**config.mk**
```make
export PLATFORM = sky130hd
export DESIGN_NAME = nios_2_switch_ctrl
export DESIGN_NICKNAME = d
export VERILOG_FILES = /design/src/rtl/nios_2_switch_pkg.sv /design/src/rtl/nios_2_switch_debounce.sv /design/src/rtl/nios_2_switch_ctrl.sv
export SDC_FILE = /design/constraint.sdc
export NUM_CORES = 1
export LEC_CHECK = 0
export ABC_AREA = 1
export ABC_CLOCK_PERIOD_IN_PS = 1700
export CAP_MARGIN = 20
export CELL_PAD_IN_SITES_DETAIL_PLACEMENT = 0
export CELL_PAD_IN_SITES_GLOBAL_PLACEMENT = 1
export CORE_MARGIN = 5
export CORE_UTILIZATION = 35
export CTS_CLUSTER_SIZE = 30
export DETAILED_ROUTE_END_ITERATION = 10
export PLACE_DENSITY = 0.75
export SLEW_MARGIN = 20
export SYNTH_ARGS = -nofsm -noshare
export SYNTH_HDL_FRONTEND = slang
export SYNTH_HIERARCHICAL = 1
export SYNTH_SLANG_ARGS = --single-unit
```
**constraint.sdc**
```tcl
create_clock -name clk -period 1.7 [get_ports clk]
set_input_delay 0.51 -clock clk [delete_from_list [all_inputs] [get_ports clk]]
set_output_delay 0.51 -clock clk [all_outputs]
set_load 0.005 [all_outputs]
```
**src/rtl/nios_2_switch_pkg.sv**
```systemverilog
// Shared definitions for the Nios II slide-switch conditioning slave:
// register word addresses and default build parameters.
package nios_2_switch_pkg;

    // Word addresses of the four slave registers
    typedef enum logic [1:0] {
        ADDR_DATA    = 2'd0,
        ADDR_IRQMASK = 2'd1,
        ADDR_EDGECAP = 2'd2,
        ADDR_RAW     = 2'd3
    } regAddr_e;

    // Number of switch lines on the board's switch bank
    localparam int DEFAULT_WIDTH = 5;

    // 1 ms of stability at a 50 MHz system clock
    localparam int DEFAULT_DEBOUNCE_CYCLES = 50000;

endpackage : nios_2_switch_pkg

```
**src/rtl/nios_2_switch_debounce.sv**
```systemverilog
// One switch line: two-flop synchronizer followed by a counting debounce
// filter. The accepted level only changes after DEBOUNCE_CYCLES consecutive
// cycles of disagreement; edge_o pulses for the cycle in which it changes.
module nios_2_switch_debounce
    import nios_2_switch_pkg::*;
#(
    parameter int DEBOUNCE_CYCLES = DEFAULT_DEBOUNCE_CYCLES
) (
    input  logic clk,
    input  logic reset_n,
    input  logic din_i,
    output logic raw_o,
    output logic level_o,
    output logic edge_o
);

    localparam int CNT_W = $clog2(DEBOUNCE_CYCLES);
    localparam logic [CNT_W-1:0] CNT_MAX = CNT_W'(DEBOUNCE_CYCLES - 1);

    logic             sync1_q;
    logic             sync2_q;
    logic             stable_q;
    logic             stable_d;
    logic [CNT_W-1:0] cnt_q;
    logic [CNT_W-1:0] cnt_d;
    logic             edgePulse;

    // Bring the asynchronous switch line into the clk domain
    always_ff @(posedge clk or negedge reset_n) begin
        if (!reset_n) begin
            sync1_q <= 1'b0;
            sync2_q <= 1'b0;
        end else begin
            sync1_q <= din_i;
            sync2_q <= sync1_q;
        end
    end

    // Count consecutive disagreeing cycles; any bounce back restarts from 0
    always_comb begin
        stable_d  = stable_q;
        cnt_d     = cnt_q;
        edgePulse = 1'b0;
        if (sync2_q == stable_q) begin
            cnt_d = '0;
        end else if (cnt_q == CNT_MAX) begin
            stable_d  = sync2_q;
            cnt_d     = '0;
            edgePulse = 1'b1;
        end else begin
            cnt_d = cnt_q + CNT_W'(1);
        end
    end

    // Debounce state registers
    always_ff @(posedge clk or negedge reset_n) begin
        if (!reset_n) begin
            stable_q <= 1'b0;
            cnt_q    <= '0;
        end else begin
            stable_q <= stable_d;
            cnt_q    <= cnt_d;
        end
    end

    assign raw_o   = sync2_q;
    assign level_o = stable_q;
    assign edge_o  = edgePulse;

endmodule : nios_2_switch_debounce

```
**src/rtl/nios_2_switch_ctrl.sv**
```systemverilog
// Avalon-MM slave replacing the bare switch PIO. Exposes the debounced
// level, the synchronized raw level, write-1-to-clear edge capture and a
// maskable level interrupt. Reads have a fixed latency of one clock.
module nios_2_switch_ctrl
    import nios_2_switch_pkg::*;
#(
    parameter int WIDTH           = DEFAULT_WIDTH,
    parameter int DEBOUNCE_CYCLES = DEFAULT_DEBOUNCE_CYCLES
) (
    input  logic             clk,
    input  logic             reset_n,
    input  logic [1:0]       address,
    input  logic             chipselect,
    input  logic             write_n,
    input  logic [31:0]      writedata,
    output logic [31:0]      readdata,
    input  logic [WIDTH-1:0] in_port,
    output logic             irq
);

    logic [WIDTH-1:0] rawLevel;
    logic [WIDTH-1:0] stableLevel;
    logic [WIDTH-1:0] edgePulse;

    logic [WIDTH-1:0] irqMask_q;
    logic [WIDTH-1:0] irqMask_d;
    logic [WIDTH-1:0] edgeCap_q;
    logic [WIDTH-1:0] edgeCap_d;
    logic [WIDTH-1:0] w1cMask;
    logic [31:0]      readdata_q;
    logic [31:0]      readdata_d;
    logic             irq_q;
    logic             irq_d;

    logic             wrEn;
    logic             rdEn;
    logic             unusedWrData;

    assign wrEn = chipselect & ~write_n;
    assign rdEn = chipselect & write_n;

    // Only the low WIDTH bits of writedata carry register content
    assign unusedWrData = &{1'b0, writedata};

    genvar gi;
    generate
        for (gi = 0; gi < WIDTH; gi++) begin : g_bit
            nios_2_switch_debounce #(
                .DEBOUNCE_CYCLES (DEBOUNCE_CYCLES)
            ) u_debounce (
                .clk     (clk),
                .reset_n (reset_n),
                .din_i   (in_port[gi]),
                .raw_o   (rawLevel[gi]),
                .level_o (stableLevel[gi]),
                .edge_o  (edgePulse[gi])
            );
        end
    endgenerate

    // Register-file updates; a fresh edge beats a simultaneous W1C clear
    always_comb begin
        irqMask_d = irqMask_q;
        w1cMask   = '0;
        if (wrEn && (address == ADDR_IRQMASK)) begin
            irqMask_d = writedata[WIDTH-1:0];
        end
        if (wrEn && (address == ADDR_EDGECAP)) begin
            w1cMask = writedata[WIDTH-1:0];
        end
        edgeCap_d = (edgeCap_q & ~w1cMask) | edgePulse;
        irq_d     = |(edgeCap_q & irqMask_q);
    end

    // Read mux; readdata holds its value when no read is in progress
    always_comb begin
        readdata_d = readdata_q;
        if (rdEn) begin
            case (address)
                ADDR_DATA:    readdata_d = 32'(stableLevel);
                ADDR_IRQMASK: readdata_d = 32'(irqMask_q);
                ADDR_EDGECAP: readdata_d = 32'(edgeCap_q);
                ADDR_RAW:     readdata_d = 32'(rawLevel);
                default:      readdata_d = '0;
            endcase
        end
    end

    // Slave state registers
    always_ff @(posedge clk or negedge reset_n) begin
        if (!reset_n) begin
            irqMask_q  <= '0;
            edgeCap_q  <= '0;
            readdata_q <= '0;
            irq_q      <= 1'b0;
        end else begin
            irqMask_q  <= irqMask_d;
            edgeCap_q  <= edgeCap_d;
            readdata_q <= readdata_d;
            irq_q      <= irq_d;
        end
    end

    assign readdata = readdata_q;
    assign irq      = irq_q;

endmodule : nios_2_switch_ctrl

```
### Yosys cells after proc, flatten, opt, wreduce, memory -nomap -nowiden

Cells that the tools add are included.

| word-level totals | value |
|---|---|
| register bits | 138 |
| input port bits | 43 |
| output and inout bits | 33 |
| word-level logic and storage cells | 85 |

| cells by class | value |
|---|---|
| add/sub/neg operators | 5 |
| equal/unequal tests | 13 |
| mux-type cells | 22 |
| bitwise operators | 12 |
| reductions and logical operators | 9 |

Operator list:

| operator | count |
|---|---|
| two-way mux 16 bit | 10 |
| one-hot mux 32 bit (4 select lines) | 1 |
| adder 16 x 1 -> 16 bit, second input constant | 5 |
| equality test 16 bit, second input constant | 5 |
| bitwise AND 5 bit | 2 |
| two-way mux 1 bit | 10 |
| AND reduction 2 bit | 5 |
| NOT 1 bit | 6 |
| equality test 1 bit | 5 |
| two-way mux 5 bit | 1 |
| NOT 5 bit | 1 |
| bitwise OR 5 bit | 1 |
| OR reduction 5 bit | 1 |
| equality test 2 bit, second input constant | 2 |
| bitwise AND 1 bit | 2 |
| equality test 2 x 1 -> 1 bit, second input constant | 1 |
| logical AND 1 bit | 2 |
| logical NOT 2 bit | 1 |

### Longest topological paths before layout

| logic depth | value |
|---|---|
| depth after elaboration | 7 |
| gate-level depth with buffers | 8 |

### Hierarchy

Netlist, hierarchy kept.

By module, submodules not included:

| module | instances | cells each | area each (µm²) | sequential area each (µm²) |
|---|---|---|---|---|
| nios_2_switch_debounce | 5 | 122 | 1019.7 | 475.5 |
| nios_2_switch_ctrl | 1 | 142 | 1103.6 | 400.4 |

### Worst setup path after synthesis

No wires, ideal clock.

| timing | value |
|---|---|
| path kind | reg-to-reg |
| from | register g_bit[0].u_debounce.cnt_q[0] |
| to | register g_bit[0].u_debounce.stable_q |
| arrival | 1.144 ns |
| data required time | 1.582 ns |
| setup slack | 0.439 ns |
| stages on the path, launching flop included | 7 |
| cells stage by stage | dfrtp_1 > ha_1 > nand3_4 > nor2_2 > nand2_2 > nor2_1 > nor2_1 |

| between the ends | value |
|---|---|
| longest elaborated chain between the ends | 2 |

Ends and longest elaborated chain:

| what | line | text |
|---|---|---|
| start: declaration | nios_2_switch_debounce.sv:24 | `logic [CNT_W-1:0] cnt_q;` |
| start signal: assignment | nios_2_switch_debounce.sv:62 | `cnt_q <= cnt_d;` |
| equality test 16 bit | nios_2_switch_debounce.sv:46 | `end else if (cnt_q == CNT_MAX) begin` |
| AND reduction 2 bit (no line) | n/a |  |
| end signal: assignment | nios_2_switch_debounce.sv:61 | `stable_q <= stable_d;` |
| end: declaration | nios_2_switch_debounce.sv:22 | `logic stable_q;` |

No other way between the ends.
A chain may end at the register's enable or synchronous reset.

### Worst setup path after layout

| timing | value |
|---|---|
| from | register readdata_q[1] (netlist: readdata[1]) |
| to | output readdata[1] |

RTL lines:

| what | line | text |
|---|---|---|
| start: declaration | nios_2_switch_ctrl.sv:30 | `logic [31:0] readdata_q;` |
| start signal: assignment | nios_2_switch_ctrl.sv:99 | `readdata_q <= readdata_d;` |
| end: declaration | nios_2_switch_ctrl.sv:16 | `output logic [31:0] readdata,` |

No word-level cell between the ends.

==> out/results.ini <==
[layout]
num-fill-cells = 1760
final_layout_size_suffix_gt1_share_pct = 15.91
diodes = 0
layout.nets = 842
multiInputGateArea_um2 = 2972
register_area_um2 = 2778
synthToLayoutAreaGrowth_pct = 12.87

[clocking]
numClockSinks = 111
cts_root_buf = clkbuf_16
insertion_delay_ps = 360
max-clock-path-buffers = 2
cts_tree = yes
cts-htree-levels = 3
cts_hold_buf = 0
numCtsBuffers = 9
clk_pin_slew_ps = 70

[sta]
max_freq_mhz = 644.4
rsz0062_at_grt = no
hold_viol_final = 0
setup_slack_ps = 148.2
fin_crit_ps = 1552
clock_skew_ps = 5.956
finalSetupTns_ps = 0
drv_slew = 0
setup_viol = 0
period_share_pct = 91.28

[pwr]
p_comb_share_pct = 8.4
power_density_nw_per_um2 = 777.5
p_int_mw = 4.094
power_switching_mw = 1.349
share_seq_of_total_power_pct = 52.3
p_total_mw = 5.443
swShare_pct = 24.78
leakage_nw = 3.297
clkPwrFrac_pct = 39.2
peakVddDrop_uv = 505.4

[placement]
portBuffers = 21
hpwl_um = 9287
placement.setup.worst_slack_ps = -39.90
gp_congestion = 0.7881

[route]
num_vias = 4525
drtIter0Drc = 192
dr.pass1.iters = 4
antenna_left = 0
route.detailed.drc = 0
vias_per_cell = 4.423
routed_wl_um = 12540
wl_per_cell_um = 12.26

[synthesis]
synth_edf_count = 0
ys_ff_latch = 111
post_synth.cell_area_avg_um2 = 8.248
yosys.cell_types.count = 29
syn_inst = 752
yosys.area.top_type_share_pct = 44.79
yosys.area.top_type = dfrtp_1
netlist_area_um2 = 6202
synth.area.top_cells = dfrtp_1 45%, nand2_1 8.7%, nor2_1 8.5%
synth_flop_cell = dfrtp_1
ys_seq_area_share_pct = 44.79
synth_commonest_cells = 144 x nand2_1, 140 x nor2_1, 111 x dfrtp_1
async_flop_share_pct = 100.0
yosys_warnings = 6
synth_most_common_cell = nand2_1

[worst_setup_path]
worstPathCellList = dlygate4sd2_1
worst_path_max_delay_cell = dfrtp_1
required_ps = 1190
worstSetupPathType = reg2out
critical_path.max_fanout = 2
cp.buffers_inverters = 1
worstPathArrival_ps = 1040
start_kind = flip-flop
critPathTopFamily = flip-flops
end_kind = output pin
critPathMaxStageDelay_ps = 410

[worst_hold_path]
min_path_type = in2async

[floorplanning]
initial_core_util_pct = 35.73
io-pin-count = 76
rows = 48
die_x_um = 143.1
dieHeight_um = 143.1
dieArea_um2 = 20480
coreArea_um2 = 17360

[grt]
grt_overflow = 0
track_usage_pct = 13.02
grt_pass1_vias = 4384
antenna_found_initial = 0
grt_max_degree = 39
grt_pass1_wl_um = 21250

[outcome]
outcome = finished, final reports clean

[run]
max_cap_viol_count = 0

==> repair_timing <==
item | 4_1_cts | 5_1_grt
setup endpoints to repair | 6 | 0
buffers inserted | 1 | 0
gates resized for setup | 6 | 0
==> final timing paths <==
kind	end	depth (start not counted)	start	slack, ps
min in group clk	g_bit[0].u_debounce/raw_o	0	g_bit[0].u_debounce/sync1_q	350
min reg2reg	g_bit[0].u_debounce/raw_o	0	g_bit[0].u_debounce/sync1_q	350
max reg2reg	g_bit[0].u_debounce/cnt_q[4]	6	g_bit[0].u_debounce/cnt_q[0]	270
max in group asynchronous	g_bit[0].u_debounce/level_o	2	reset_n	1150
min	g_bit[2].u_debounce/cnt_q[5]	1	reset_n	50
max	readdata[1]	1	readdata[1]	150
==> layout make-up <==
type	instances	share of cell area, %
multi-input combinational	553	42.45
tap	225	4.021
timing repair buffer	34	4.969
clock buffer	9	3.217
inverter	85	4.647
sequential	111	39.68
clock inverter	6	1.019
==> cell usage in the layout (no fill, tap or decap) <==
cell	instances
a21oi_1	16
a31oi_1	10
buf_12	4
buf_4	10
bufinv_16	1
clkbuf_16	9
clkdlybuf4s50_1	14
clkinv_2	2
clkinv_4	2
clkinvlp_4	1
conb_1	27
dfrtp_1	111
dlygate4sd2_1	6
ha_1	5
inv_1	67
inv_2	16
inv_6	1
inv_8	1
nand2_1	144
nand2_2	12
nand2_4	6
nand3_1	55
nand3_2	5
nand3_4	6
nand3b_1	5
nand4_1	15
nor2_1	140
nor2_2	35
nor2_4	3
nor3_4	5
o21ai_1	10
o21bai_1	6
o21bai_2	3
xnor2_1	20
xor2_1	20
xor2_2	5
==> metrics by stage <==
step | area (um^2) | hold slack (ps) | util, % | cells
after global placement | 6704 | 333.7 | 38.62 | 1007
after global routing | 7000 | 38.56 | 40.33 | 1023
after CTS | 7000 | 36.98 | 40.33 | 1023
after detailed placement | 6704 | 335.5 | 38.62 | 1007
after floorplan | 6300 | 214.4 | - | 778
final | 7000 | 45.81 | 40.33 | 1023
==> layer usage <==
metal | wire length (um) | GRT usage [%] | vias to the layer above
met3 | 417 | 3.985 | 13
li1 | - | - | 2391
met4 | 192 | 2.801 | 0
met5 | 0 | 0 | -
met2 | 5662 | 20.28 | 59
met1 | 6266 | 17.98 | 2062
==> power by group through the flow <==
stage                     logic (mW)  clock network (mW)  registers (mW)
after detailed placement       0.487                   0            2.90
after global routing           0.527                2.34            2.86
after global placement         0.481                   0            2.90
after floorplan                0.289                   0            2.88
final                          0.460                2.13            2.85
after CTS                      0.475                2.24            2.85
==> flip-flops by register name, indices dropped and copies added, names as in the netlist <==
signal                    cells
edgeCap_q                     5
g_bit.u_debounce/cnt_q       80
g_bit.u_debounce/level_o      5
g_bit.u_debounce/raw_o        5
g_bit.u_debounce/sync1_q      5
irq                           1
irqMask_q                     5
readdata                      5
==> kinds of logic (layout without fill, tap and decap cells) <==
| family | after synthesis | in the layout | synth area share [%] |
|---|---|---|---|
| other | 1 | 27 | 0.06046 |
| AND/OR/NAND/NOR | 431 | 431 | 33.93 |
| XOR/XNOR | 45 | 45 | 6.960 |
| flip-flops | 111 | 111 | 44.79 |
| AO/OA/AOI/OAI | 45 | 45 | 4.378 |
| buffers and inverters | 114 | 134 | 8.876 |
| adder cells (fa/ha/maj) | 5 | 5 | 1.009 |
No activity file was read; power rests on OpenSTA's default activity.
